**config.mk**
```make
export PLATFORM = sky130hd
export DESIGN_NAME = div_sequencer_flat
export DESIGN_NICKNAME = d
export VERILOG_FILES = /design/src/rtl/div_sequencer_pkg.sv /design/src/rtl/div_sequencer_if.sv /design/src/rtl/div_sequencer_upcount_sat.sv /design/src/rtl/div_sequencer.sv /design/src/flat_wrapper.sv
export SDC_FILE = /design/constraint.sdc
export NUM_CORES = 1
export LEC_CHECK = 0
export CORE_UTILIZATION = 48
export CTS_CLUSTER_SIZE = 14
export DETAILED_ROUTE_END_ITERATION = 8
export MAX_ROUTING_LAYER = met4
export PLACE_DENSITY = 0.94
export SYNTH_ARGS = -nofsm -noshare
export SYNTH_HDL_FRONTEND = slang
export SYNTH_HIERARCHICAL = 1
export SYNTH_SLANG_ARGS = --single-unit
```
**constraint.sdc**
```tcl
create_clock -name clk -period 3.05 [get_ports clk]
set_input_delay 0.915 -clock clk [delete_from_list [all_inputs] [get_ports clk]]
set_output_delay 0.915 -clock clk [all_outputs]
set_load 0.005 [all_outputs]
```
**src/rtl/div_sequencer_pkg.sv**
```systemverilog
// Shared definitions for the divider sequencer: FSM state codes and watchdog default.
// Latency: n/a (constants and a pure function only).
// Backpressure: n/a.
package div_sequencer_pkg;

  localparam logic [1:0] ST_IDLE = 2'b00;
  localparam logic [1:0] ST_LOAD = 2'b01;
  localparam logic [1:0] ST_RUN  = 2'b10;
  localparam logic [1:0] ST_OUT  = 2'b11;

  // Default watchdog limit: a bit-serial divider needs about n cycles, so 4n is generous.
  function automatic int tmo_default(input int width);
    return 4 * width;
  endfunction

endpackage

```
**src/rtl/div_sequencer_if.sv**
```systemverilog
// Bundle of the upstream, downstream and divider-control signals of the sequencer.
// Latency: n/a (wiring only).
// Backpressure: InValid/InReady upstream, OutValid/OutReady downstream.
interface div_sequencer_if #(
  parameter int n = 8
);
  logic         InValid;
  logic         InReady;
  logic [n-1:0] InA;
  logic [n-1:0] InB;
  logic         OutValid;
  logic         OutReady;
  logic [n-1:0] OutQ;
  logic [n-1:0] OutR;
  logic         OutDivZero;
  logic         OutTimeout;
  logic         DivS;
  logic         DivLA;
  logic         DivEB;
  logic [n-1:0] DivDataA;
  logic [n-1:0] DivDataB;
  logic         DivDone;
  logic [n-1:0] DivQ;
  logic [n-1:0] DivR;

  // Environment side: upstream producer, downstream consumer and the divider.
  modport master (
    output InValid, InA, InB, OutReady, DivDone, DivQ, DivR,
    input  InReady, OutValid, OutQ, OutR, OutDivZero, OutTimeout,
           DivS, DivLA, DivEB, DivDataA, DivDataB
  );

  // Sequencer side.
  modport slave (
    input  InValid, InA, InB, OutReady, DivDone, DivQ, DivR,
    output InReady, OutValid, OutQ, OutR, OutDivZero, OutTimeout,
           DivS, DivLA, DivEB, DivDataA, DivDataB
  );
endinterface

```
**src/rtl/div_sequencer_upcount_sat.sv**
```systemverilog
// Saturating up-counter used as the divider watchdog; tc flags count == LIMIT-1.
// Latency: tc follows the counter register, one cycle after each enabled increment.
// Backpressure: none; clear has priority over enable.
module upcount_sat #(
  parameter int W     = 6,
  parameter int LIMIT = 32
) (
  input  logic clk,
  input  logic rst,
  input  logic clear,
  input  logic enable,
  output logic tc
);
  logic [W-1:0] count;

  // Count enabled cycles, holding at the terminal value instead of wrapping.
  always_ff @(posedge clk or posedge rst) begin
    if (rst) begin
      count <= '0;
    end else if (clear) begin
      count <= '0;
    end else if (enable && (count != W'(LIMIT - 1))) begin
      count <= count + 1'b1;
    end
  end

  assign tc = (count == W'(LIMIT - 1));
endmodule

```
**src/rtl/div_sequencer.sv**
```systemverilog
// Sequences one divide: accept operands, load and run an external divider, hold result.
// Latency: 2 + RUN cycles until DivDone (watchdog-bounded); zero divisor answers in 1 cycle.
// Backpressure: InReady only in IDLE with DivDone low; result held in OUT until OutReady.
module div_sequencer
  import div_sequencer_pkg::*;
#(
  parameter int n    = 8,
  parameter int logn = 3,
  parameter int TMO  = tmo_default(n)
) (
  input logic             clk,
  input logic             rst,
  div_sequencer_if.slave  bus
);
  // Wide enough for the default limit (2^(logn+2)) and for any overridden TMO.
  localparam int CW = ((logn + 3) > $clog2(TMO + 1)) ? (logn + 3) : $clog2(TMO + 1);

  logic [1:0]   state;
  logic [n-1:0] op_a;
  logic [n-1:0] op_b;
  logic [n-1:0] res_q;
  logic [n-1:0] res_r;
  logic         div_zero;
  logic         timeout;
  logic         wd_tc;
  logic         accept;

  // Ready is gated by reset so the port reads 0 while reset is held.
  assign bus.InReady    = (state == ST_IDLE) & ~bus.DivDone & ~rst;
  assign accept         = bus.InValid & bus.InReady;
  assign bus.OutValid   = (state == ST_OUT);
  assign bus.DivS       = (state == ST_RUN);
  assign bus.DivLA      = (state == ST_LOAD);
  assign bus.DivEB      = (state == ST_LOAD);
  assign bus.DivDataA   = op_a;
  assign bus.DivDataB   = op_b;
  assign bus.OutQ       = res_q;
  assign bus.OutR       = res_r;
  assign bus.OutDivZero = div_zero;
  assign bus.OutTimeout = timeout;

  // Watchdog restarts from zero on every RUN entry and counts only RUN cycles.
  upcount_sat #(
    .W     (CW),
    .LIMIT (TMO)
  ) u_watchdog (
    .clk    (clk),
    .rst    (rst),
    .clear  (state != ST_RUN),
    .enable (state == ST_RUN),
    .tc     (wd_tc)
  );

  // Control FSM plus operand and result registers.
  always_ff @(posedge clk or posedge rst) begin
    if (rst) begin
      state    <= ST_IDLE;
      op_a     <= '0;
      op_b     <= '0;
      res_q    <= '0;
      res_r    <= '0;
      div_zero <= 1'b0;
      timeout  <= 1'b0;
    end else begin
      case (state)
        ST_IDLE: begin
          if (accept) begin
            op_a <= bus.InA;
            op_b <= bus.InB;
            if (bus.InB == '0) begin
              // Divide by zero never touches the divider.
              res_q    <= '1;
              res_r    <= bus.InA;
              div_zero <= 1'b1;
              timeout  <= 1'b0;
              state    <= ST_OUT;
            end else begin
              state <= ST_LOAD;
            end
          end
        end
        ST_LOAD: state <= ST_RUN;
        ST_RUN: begin
          if (bus.DivDone) begin
            res_q    <= bus.DivQ;
            res_r    <= bus.DivR;
            div_zero <= 1'b0;
            timeout  <= 1'b0;
            state    <= ST_OUT;
          end else if (wd_tc) begin
            res_q    <= '0;
            res_r    <= '0;
            div_zero <= 1'b0;
            timeout  <= 1'b1;
            state    <= ST_OUT;
          end
        end
        ST_OUT: begin
          if (bus.OutReady) state <= ST_IDLE;
        end
        default: state <= ST_IDLE;
      endcase
    end
  end
endmodule

```
**src/flat_wrapper.sv**
```systemverilog
// flat-port wrapper written by rule: the top's interface ports become plain ports
module div_sequencer_flat import div_sequencer_pkg::*;
#(
  parameter int n    = 8,
  parameter int logn = 3,
  parameter int TMO  = tmo_default(n)
)
  (clk, rst, bus_InValid, bus_InA, bus_InB, bus_OutReady, bus_DivDone, bus_DivQ, bus_DivR, bus_InReady, bus_OutValid, bus_OutQ, bus_OutR, bus_OutDivZero, bus_OutTimeout, bus_DivS, bus_DivLA, bus_DivEB, bus_DivDataA, bus_DivDataB);
  div_sequencer_if #(.n(n)) bus_i ();
  input logic clk;
  input logic rst;
  input wire logic [$bits(bus_i.InValid)-1:0] bus_InValid;
  input wire logic [$bits(bus_i.InA)-1:0] bus_InA;
  input wire logic [$bits(bus_i.InB)-1:0] bus_InB;
  input wire logic [$bits(bus_i.OutReady)-1:0] bus_OutReady;
  input wire logic [$bits(bus_i.DivDone)-1:0] bus_DivDone;
  input wire logic [$bits(bus_i.DivQ)-1:0] bus_DivQ;
  input wire logic [$bits(bus_i.DivR)-1:0] bus_DivR;
  output wire logic [$bits(bus_i.InReady)-1:0] bus_InReady;
  output wire logic [$bits(bus_i.OutValid)-1:0] bus_OutValid;
  output wire logic [$bits(bus_i.OutQ)-1:0] bus_OutQ;
  output wire logic [$bits(bus_i.OutR)-1:0] bus_OutR;
  output wire logic [$bits(bus_i.OutDivZero)-1:0] bus_OutDivZero;
  output wire logic [$bits(bus_i.OutTimeout)-1:0] bus_OutTimeout;
  output wire logic [$bits(bus_i.DivS)-1:0] bus_DivS;
  output wire logic [$bits(bus_i.DivLA)-1:0] bus_DivLA;
  output wire logic [$bits(bus_i.DivEB)-1:0] bus_DivEB;
  output wire logic [$bits(bus_i.DivDataA)-1:0] bus_DivDataA;
  output wire logic [$bits(bus_i.DivDataB)-1:0] bus_DivDataB;
  assign bus_i.InValid = bus_InValid;
  assign bus_i.InA = bus_InA;
  assign bus_i.InB = bus_InB;
  assign bus_i.OutReady = bus_OutReady;
  assign bus_i.DivDone = bus_DivDone;
  assign bus_i.DivQ = bus_DivQ;
  assign bus_i.DivR = bus_DivR;
  assign bus_InReady = bus_i.InReady;
  assign bus_OutValid = bus_i.OutValid;
  assign bus_OutQ = bus_i.OutQ;
  assign bus_OutR = bus_i.OutR;
  assign bus_OutDivZero = bus_i.OutDivZero;
  assign bus_OutTimeout = bus_i.OutTimeout;
  assign bus_DivS = bus_i.DivS;
  assign bus_DivLA = bus_i.DivLA;
  assign bus_DivEB = bus_i.DivEB;
  assign bus_DivDataA = bus_i.DivDataA;
  assign bus_DivDataB = bus_i.DivDataB;
  div_sequencer #(.n(n), .logn(logn), .TMO(TMO)) u_core (.clk(clk), .rst(rst), .bus(bus_i));
endmodule
```
==> run metrics <==
RD Place Congestion=0.766; r2r endpoint=u_core/bus.OutTimeout$_DFFE_PP0P_; Clock Skew=just over 0.003 ns; fin nets=291; RSZ-0062 raised after global routing=false; Rel. slew slack=0.681; Min Clock Period, post-route=approximately 2.8 ns; Core Rows=23; worst slew pin tran=roughly 0.48 ns; reported net switching power=about 0.0008 W; via count=approximately 1600; Boundary Pins=76; status=finished, final reports clean; Yosys reg bits=42; fillcell total=between 200 and 300; CTS Buf Count=5; GRT overflow=0; DR vias/cell=~5.5; Seq pwr share=0.337; clk root buf=clkbuf_8; initial DRC count=about 90; all-layer global routing usage=0.227; PwrDens=~900 mW/mm2; die height=between 60 and 70 um; Max Cap Violations=0; Crit path required time=roughly 2.1 ns; crit path DAT=between 1.5 and 2 ns; fin worst setup slack=around 0.26 ns; sw frac=0.296; Slew Viols, Final=0; clock latency on the worst-skew pair=0.29 ns; largest net degree at the start of global routing=37; setup TNS=0 ns; Total Die Area=between 0.004 and 0.005 mm2; Worst setup SP type=input pin; top cells by area, synth=dfrtp_1 50%, mux2_2 13%, mux2_4 7.1%, ha_1 3.5%, a22o_1 3.3%; Int Power=around 0.0019 W; area leader, netlist=dfrtp_1; final std cells w/o fill=299; antenna-violating nets left=0; GR Util met3=0.0461; initial antenna violation count=0; crit share post-route=0.915; CTS H-tree lvls=2; Worst R2R Start=u_core/state[0]$_DFFE_PP0P_; Mapped Nets=between 200 and 250; Post-Synthesis Mean Instance Area=12.5 um2; end point of the critical path=bus_InReady; Setup WS pre-CTS=-0.0628 ns; critical path fanouts, max=3; CTS tree=yes; GR peak layer=met2; hpwl dp=approximately 3.4 mm; fin util=0.739; first-pass GRT wire length=approximately 7.5 mm; die width=68.5 um; vias in the first global route=~1700; Post-Syn Area=0.00212 mm2; total chip power=0.00272 W; number of port buffers=75; core area=around 0.0041 mm2; DRC errors left=0; Post-Place Cells=291; Min-Delay Path Class=register to register; Yosys warnings=6; Pre-Repair DR Iteration Count=4; Clk pwr share=0.158; Max Freq=about 360 MHz; ant diodes=0; layout cell share with drive strength beyond 1=0.213; CP endpoint kind=output port; final-report setup violation count=0; Routed WL=4.69 mm; CTS clk-pin slew, worst paths=roughly 0.080 ns; final-report hold violation count=0; clock sinks=42; Leak=around 1.3 nW; part of the power in combinational logic=0.505; r2r setup slk=a little under 0.9 ns; kind of critical path=input pin to output port; Starting Density=0.516; postcts setup bufs=0; Synth top area share=0.495; R2R cell count=7; VDD IR-drop max=between 0.4 and 0.5 mV; GRT met2 Usage=0.398; synthesized netlist cell count=170; Seq/Total Area, Yosys=0.495; DR WL/cell=around 16 um; Clock Path Buffers=2; unique cell type count in the Yosys netlist=35; CP Launch Point=bus_DivDone; area grow syn2layout=43.2%; GRT met1 Usage=0.263
## repair_timing
action	in CTS	in global routing
resized for setup	3	0
endpoints found under the hold margin	0	0
hold buffers	0	0
setup endpoints to repair	1	0
## cell usage in the layout (no fill, tap or decap), drive strengths merged, types with 5 or more instances in the layout
master	n
buf	6
clkdlybuf4s50	73
nor3	5
dfrtp	42
clkbuf	7
nand2	17
nor2	8
mux2	34
nand3	7
ha	6
inv	5
a22o	8
## state kept, by name, summed over array words and instances (netlist names)
signal                   flops
u_core/state                 2
u_core/bus.OutQ              8
u_core/u_watchdog/count      6
u_core/bus.DivDataA          8
u_core/bus.OutTimeout        1
u_core/bus.DivDataB          8
u_core/bus.OutR              8
u_core/bus.OutDivZero        1
## cell usage after synthesis
cell type  number
nor4_4          2
or4b_1          2
o21ai_0         1
clkbuf_1        6
a22o_1          8
nor3_1          5
buf_6           1
inv_1           5
and4_2          1
and3_1          1
nor2_1          8
o211a_1         1
dfrtp_1        42
nand3_1         6
and2_1          2
a2111oi_4       1
nand2_1        16
buf_1           1
a21oi_1         2
ha_1            6
nand3_4         1
a41oi_1         1
mux2_2         24
buf_4           1
buf_8           1
o2111a_1        1
a21boi_0        1
a31oi_1         3
mux2i_1         2
mux2_4         10
nand2_2         1
nand2b_1        1
or4_1           1
nor2b_1         3
nor3b_1         2
## worst max-delay path, stage by stage
cell and delay, ns:
clkdlybuf4s50_1 0.50, nor2_2 0.06, and2_1 0.15, dlygate4sd2_1 0.26
## layout make-up
class                   instances  area, um2  area share
well taps                      50       62.6      0.0206
flip-flops and latches         42       1050       0.346
clock buffers                   7       76.3      0.0251
multi-input cells             113        995       0.327
repair buffers                 81        806       0.265
clock inverters                 1       30.0     0.00988
inverters                       5       18.8     0.00618
## per-stage QoR
stage / hold WS [ns] / area, um2
after floorplan: 0.505 / 2120
after global placement: 0.490 / 2930
after detailed placement: 0.495 / 2930
after CTS: 0.514 / 3040
after global routing: 0.524 / 3040
final: 0.508 / 3040
## kinds of logic after synthesis
group                      synth area share
buffers and inverters                0.0371
DFF                                   0.495
AOI/OAI and AO/OA                    0.0796
muxes                                 0.208
and+or+nand+nor                       0.145
adders and majority gates            0.0354
## how the worst min path moves through the flow
| stage | depth (start not counted) | end | slack (ns) | start |
|---|---|---|---|---|
| after floorplan | 1 | u_core/bus.OutDivZero$_DFFE_PP0P_ | 0.51 | u_core/bus.OutDivZero$_DFFE_PP0P_ |
| after global placement | 1 | u_core/bus.OutR[1]$_DFFE_PP0P_ | 0.49 | u_core/bus.OutR[1]$_DFFE_PP0P_ |
| after detailed placement | 1 | u_core/bus.OutR[4]$_DFFE_PP0P_ | 0.50 | u_core/bus.OutR[4]$_DFFE_PP0P_ |
| after CTS | 1 | u_core/bus.OutR[4]$_DFFE_PP0P_ | 0.51 | u_core/bus.OutR[4]$_DFFE_PP0P_ |
| after global routing | 1 | u_core/bus.OutQ[4]$_DFFE_PP0P_ | 0.52 | u_core/bus.OutQ[4]$_DFFE_PP0P_ |
| final | 1 | u_core/bus.OutR[4]$_DFFE_PP0P_ | 0.51 | u_core/bus.OutR[4]$_DFFE_PP0P_ |
## power groups by stage
stage                     Clock, W  Combinational [W]  Sequential, W
after floorplan                  0           0.000719       0.000932
after global placement           0            0.00135       0.000916
after detailed placement         0            0.00139       0.000927
after CTS                 0.000437            0.00139       0.000920
after global routing      0.000456            0.00149       0.000947
final                     0.000431            0.00138       0.000916
## routing by layer
metal,up-vias,routed length [um]
li1,761,-
met3,4,247
met4,0,37
met1,812,2030
met2,59,2370
met5,-,0
Power figures use the tool's default switching activity.
